--- src/rtl/serial_adder_ctrl.sv ---
// Bit-serial add/subtract sequencer built around a single shared full-adder cell.
// Operands are walked through the cell LSB first, one bit per clock, with a
// registered carry; results are returned with a one-cycle done pulse.
module serial_adder_ctrl #(
    parameter int unsigned WIDTH = 8
) (
    input  logic             clk,
    input  logic             rst,
    input  logic             start_i,
    input  logic             sub_i,
    input  logic [WIDTH-1:0] a_i,
    input  logic [WIDTH-1:0] b_i,
    input  logic             cin_i,
    output logic             busy_o,
    output logic             done_o,
    output logic [WIDTH-1:0] sum_o,
    output logic             cout_o,
    output logic             ovf_o
);

    localparam int unsigned CntW = (WIDTH > 1) ? $clog2(WIDTH) : 1;
    localparam logic [CntW-1:0] LastCnt = CntW'(WIDTH - 1);

    typedef enum logic [1:0] {StIdle, StRun, StDone} state_e;

    state_e            state_q, state_d;
    logic [WIDTH-1:0]  a_q, a_d;
    logic [WIDTH-1:0]  b_q, b_d;
    logic              sub_q, sub_d;
    logic              c_q, c_d;
    logic [CntW-1:0]   cnt_q, cnt_d;
    logic [WIDTH-1:0]  sum_q, sum_d;
    logic              cout_q, cout_d;
    logic              ovf_q, ovf_d;

    // Shared full-adder cell: the only adder logic in the block.
    logic fa_a, fa_b, fa_s, fa_co;

    // Full-adder cell fed from the operand LSBs and the registered carry.
    always_comb begin
        fa_a  = a_q[0];
        fa_b  = b_q[0] ^ sub_q;
        fa_s  = fa_a ^ fa_b ^ c_q;
        fa_co = (fa_a & fa_b) | (c_q & (fa_a ^ fa_b));
    end

    // Next-state logic: capture on start, shift one bit per RUN cycle, pulse DONE.
    always_comb begin
        state_d = state_q;
        a_d     = a_q;
        b_d     = b_q;
        sub_d   = sub_q;
        c_d     = c_q;
        cnt_d   = cnt_q;
        sum_d   = sum_q;
        cout_d  = cout_q;
        ovf_d   = ovf_q;
        unique case (state_q)
            StIdle: begin
                if (start_i) begin
                    a_d     = a_i;
                    b_d     = b_i;
                    sub_d   = sub_i;
                    // Subtract is a + ~b + 1, so cin is ignored and forced high.
                    c_d     = sub_i | cin_i;
                    cnt_d   = '0;
                    sum_d   = '0;
                    state_d = StRun;
                end
            end
            StRun: begin
                // Cell sum enters at the MSB so the result lands aligned after WIDTH shifts.
                sum_d = (sum_q >> 1) | (WIDTH'(fa_s) << (WIDTH - 1));
                a_d   = a_q >> 1;
                b_d   = b_q >> 1;
                c_d   = fa_co;
                cnt_d = cnt_q + CntW'(1);
                if (cnt_q == LastCnt) begin
                    cout_d  = fa_co;
                    // c_q is the carry into the MSB on this final step.
                    ovf_d   = c_q ^ fa_co;
                    state_d = StDone;
                end
            end
            StDone: begin
                state_d = StIdle;
            end
            default: begin
                state_d = StIdle;
            end
        endcase
    end

    // State and datapath registers; asynchronous reset discards any operation in flight.
    always_ff @(posedge clk or posedge rst) begin
        if (rst) begin
            state_q <= StIdle;
            a_q     <= '0;
            b_q     <= '0;
            sub_q   <= 1'b0;
            c_q     <= 1'b0;
            cnt_q   <= '0;
            sum_q   <= '0;
            cout_q  <= 1'b0;
            ovf_q   <= 1'b0;
        end else begin
            state_q <= state_d;
            a_q     <= a_d;
            b_q     <= b_d;
            sub_q   <= sub_d;
            c_q     <= c_d;
            cnt_q   <= cnt_d;
            sum_q   <= sum_d;
            cout_q  <= cout_d;
            ovf_q   <= ovf_d;
        end
    end

    // Status and result outputs decoded straight from registers.
    always_comb begin
        busy_o = (state_q == StRun);
        done_o = (state_q == StDone);
        sum_o  = sum_q;
        cout_o = cout_q;
        ovf_o  = ovf_q;
    end

endmodule

--- config.mk ---
export PLATFORM = sky130hd
export DESIGN_NAME = serial_adder_ctrl
export DESIGN_NICKNAME = d
export VERILOG_FILES = /design/src/rtl/serial_adder_ctrl.sv
export SDC_FILE = /design/constraint.sdc
export NUM_CORES = 1
export LEC_CHECK = 0
export ABC_CLOCK_PERIOD_IN_PS = 1780
export BUFFER_PORTS_ARGS = -buffer_cell sky130_fd_sc_hd__buf_4
export CAP_MARGIN = 20
export CORE_ASPECT_RATIO = 1.2
export CORE_UTILIZATION = 50
export CTS_CLUSTER_SIZE = 24
export DETAILED_ROUTE_END_ITERATION = 16
export PLACE_DENSITY = 0.74
export SYNTH_ARGS = -nofsm -noshare
export SYNTH_HDL_FRONTEND = slang
export SYNTH_SLANG_ARGS = --single-unit
--- constraint.sdc ---
create_clock -name clk -period 1.78 [get_ports clk]
set_clock_uncertainty 0.1 [all_clocks]
set_input_delay 0.089 -clock clk [delete_from_list [all_inputs] [get_ports clk]]
set_output_delay 0.089 -clock clk [all_outputs]
set_load 0.1 [all_outputs]
**Word-level counts from Yosys, hierarchy flattened**

Index checks and enable logic that the tools add are counted.

- Output and inout bits: 12
- Bits of input ports: 21
- Word-level logic and storage cells: 43
- Register bits after elaboration: 33

- Bitwise gates (word level): 9
- Muxes and demuxes: 13
- Equality and inequality tests: 5
- Add/subtract/negate cells: 1
- Reduce and logical (&&, ||, !) cells: 6

Operators with widths:

| operator | number |
|---|---|
| $pmux 8 s2 | 3 |
| $mux 8 | 3 |
| $or 7x8->8 | 1 |
| $reduce_and 2->1 | 4 |
| $pmux 3 s2 | 1 |
| $mux 2 | 2 |
| $pmux 2 s2 | 1 |
| $xor 1x1->1 | 4 |
| $add 3x1->3 const B | 1 |
| $eq 3x3->1 const B | 1 |
| $mux 3 | 1 |
| $and 1x1->1 | 2 |
| $eq 2x1->1 const B | 1 |
| $eq 2x2->1 const B | 1 |
| $logic_not 2->1 | 1 |
| $ne 2x1->1 const B | 1 |
| $ne 2x2->1 const B | 1 |
| $or 1x1->1 | 2 |
| $pmux 1 s2 | 1 |
| $reduce_bool 2->1 | 1 |
| $mux 1 | 1 |

**Longest topological paths before layout**

- Word-level depth: 5
- Mapped depth: 5
- Depth with buffers taken out: 4

**Worst setup path after synthesis**

Ideal clock, no wire load.

- Kind: reg2out
- From: reg state_q[1]
- To: out done_o
- Buffers on the path: 2
- Data arrival time: 2065 ps
- Required time: 1591 ps
- Path slack: -474 ps
- Cell stages (with the launch flop): 4
- Cell sequence: dfrtp_1 buf_2 buf_2 nor2b_1

- Word-level cells in the longest chain between the ends: 1

RTL lines:

| item | line | text |
|---|---|---|
| from (decl) | 26 | `state_e state_q, state_d;` |
| from (signal assigned) | 97 | `state_q <= StIdle;` |
| from (signal assigned) | 107 | `state_q <= state_d;` |
| $eq 2x2->1 | 122 | `done_o = (state_q == StDone);` |
| to (decl) | 15 | `output logic done_o,` |

Every way passes these cells.

**Worst setup path after layout**

- From: reg state_q[1]
- To: out busy_o

- Word-level cells in the longest chain between the ends: 1

RTL lines:

| item | line | text |
|---|---|---|
| $eq 2x1->1 | 121 | `busy_o = (state_q == StRun);` |
| to (decl) | 14 | `output logic busy_o,` |

Every way passes these cells.

==> flow_summary.toml <==
[worst_setup_path]
path_depth = 3
cp_cell_sequence = "nor2b_2 > buf_4 > buf_4"
ff2ff_path_depth = 2
crit_start = "state_q[1]"
critPathMostFrequentCell = "buf_4"
end_kind = "output pin"
crit_path_max_fanout = 15
reg2reg_setup_slack_ns = 0.20
crit_buf_inv = 2
rr_startpoint = "state_q[0]"
critPathRequiredTime_ns = 1.59
worst-endpoint-arrival_ns = 1.46
max_stage_delay_ns = 0.43
worstSetupStartpointType = "flop"
cp_top_family = "buffers and inverters"
cpMaxStageDelayCell = "dfrtp_1"
crit_end = "busy_o"
crit_type = "flop to output pin"
rr_endpoint = "cnt_q[0]"

[global_routing]
antenna_found_initial = 0
grt_util_all_layers_pct = 23.6
grt_pass1_wl_um = 5700
grt_max_degree = 34
grt_overflow = 0
grt_pass1_vias = 1286

[synthesis]
synthCells = 141
synth_top_family_by_area = "compound AO/OA/AOI/OAI gates"
synth_fp_nets = 165
synth_fa_ha_area_share_pct = 2.90
synth_area_um2 = 1550
ys_seq_elements = 33
ys.warnings.count = 0
synth-seq-area-share_pct = 53.2
synth_compound_area_share_pct = 24.8
synth.avg_cell_area_um2 = 11.0
synth-simple-area-share_pct = 10.9
synthXorXnorAreaFrac_pct = 1.13
synth_mux_area_share_pct = 2.66
ys_types = 25

[clock_tree]
cts_tree = "built"
cts-root-buf = "clkbuf_4"
htreeDepth = 2
cts_resized = 0
cts_sinks = 33
cts_setup_buffers = 0
cts_buffer_depth = 2
path_clk_slew_ns = 0.11
clkLatencyLatePin_ns = 0.34
cts-buffers-inserted = 5

[floorplan]
die_w_um = 52.9
core-area_um2 = 2860
start_util_pct = 54.2
dieArea_um2 = 3330
rows = 21
die_h_um = 63.0
boundaryPins = 33

[timing]
fin_tns_setup_ns = 0
fin_ws_ns = 0.131
finalCritPeriodShare_pct = 92.7
rsz0062_at_grt = "no"
hold_violations = 0
min_period_ns = 1.65
setup_viol = 0
maxSlewHeadroom_pct = 40.4
max_freq_ghz = 0.606
worst_pin_slew_ns = 0.891
drv_slew = 0

[run_status]
status = "complete, no violations"

[layout]
final_cell_mix = "buf_4, dfrtp_1, a21oi_1"
nFillCells = 205
layout.nets = 218
regArea_um2 = 826
drive_gt1_share_pct = 28.2
antenna_cells = 0
layout_commonest_cell = "buf_4"
multiInputGateArea_um2 = 663
synthToLayoutAreaGrowth_pct = 33.7

[power_and_ir_drop]
p_leak_uw = 0.000991
vdd_ir_drop_max_mv = 1.61
power.total_uw = 3760
powerDensity_nw_per_um2 = 1810

[detailed_routing]
wl_per_cell_um = 14.0
routed-via-count = 1272
routed_wl_um = 3210
drc = 0
vias_per_cell = 5.55
drt_iter0_markers = 48
antenna_left = 0
first_pass_iters = 4

[placement]
port_buffers = 32
dpl_worst_slack_ns = 0.252
dp_hpwl_um = 2140
place.gp.congestion = 0.750

[min_path]
hold_path.class = "input port to flop"

[run]
drv_cap = 0
-- sequential cells by signal, indices dropped and copies added, names as in the netlist --
signal   count
state_q      2
b_q          8
sum_o        8
sub_q        1
cnt_q        3
c_q          1
cout_o       1
a_q          8
ovf_o        1
-- worst min path at each step --
stage	startpoint	to	slack, ns	depth (start not counted)
5_1_grt	cin_i	c_q	0.01	4
4_1_cts	cin_i	c_q	0.01	4
6_report	cin_i	c_q	0.02	4
2_1_floorplan	rst	a_q[0]	0.12	1
3_5_place_dp	rst	a_q[4]	0.11	3
3_3_place_gp	rst	a_q[3]	0.10	3
-- cell families after synthesis --
| group | count (synthesis) |
|---|---|
| flops | 33 |
| compound gates | 62 |
| mux | 3 |
| simple gates | 26 |
| fa+ha+maj | 3 |
| buf+inv | 12 |
| xor+xnor | 2 |
-- per-layer routing --
layer	vias up	wire, um	global-route usage (%)
met3	8	120	5.11
met1	614	1420	28.9
li1	616	-	-
met2	34	1610	38.9
met5	-	0	0
met4	0	54	9.87
-- worst min-delay path, stage by stage --
cell and delay [ns]:
buf_4 0.07, or2_2 0.09, a21oi_1 0.06, o21ai_1 0.10
-- stage by stage --
step	instance area, um2	hold slack (ns)	utilization [%]	std cells
after floorplan	1560	0.118	-	141
after global placement	1840	0.104	64.1	204
after detailed placement	1840	0.113	64.1	204
after CTS	2080	0.0139	72.5	229
after global routing	2080	0.0115	72.5	229
final	2080	0.0183	72.5	229
-- Yosys cell counts (all sizes together) --
library cell | n | area (um2)
a22o | 10 | 87.6
xnor2 | 1 | 8.76
inv | 1 | 3.75
dfrtp | 33 | 826
or2 | 1 | 6.26
fa | 1 | 20.0
and2b | 7 | 52.6
and2 | 1 | 8.76
nand2b | 1 | 6.26
and3b | 1 | 8.76
a21oi | 20 | 100
o21ai | 17 | 85.1
ha | 2 | 25.0
buf | 9 | 56.3
o21bai | 1 | 7.51
nor2b | 12 | 75.1
a22oi | 14 | 105
xor2 | 1 | 8.76
clkbuf | 2 | 8.75
mux2 | 3 | 41.3
nand2 | 3 | 11.3
-- power breakdown --
| part | switching [uW] | internal [uW] | total (uW) |
|---|---|---|---|
| combinational | 1330 | 682 | 2010 |
| sequential | 221 | 1040 | 1260 |
| clock | 254 | 229 | 483 |
| total | 1800 | 1950 | 3760 |
-- cell type report --
| type | instances | share of cell area (%) |
|---|---|---|
| sequential | 33 | 39.8 |
| multi-input combinational | 96 | 31.9 |
| timing repair buffer | 57 | 22.7 |
| clock buffer | 7 | 3.13 |
| tap | 34 | 2.05 |
| clock inverter | 1 | 0.241 |
| inverter | 1 | 0.181 |
-- repair_timing --
action	in CTS	in global routing
endpoints found under the setup margin	0	0
endpoints found under the hold margin	49	0
hold buffers	17	0
No activity file was read; power rests on OpenSTA's default activity.
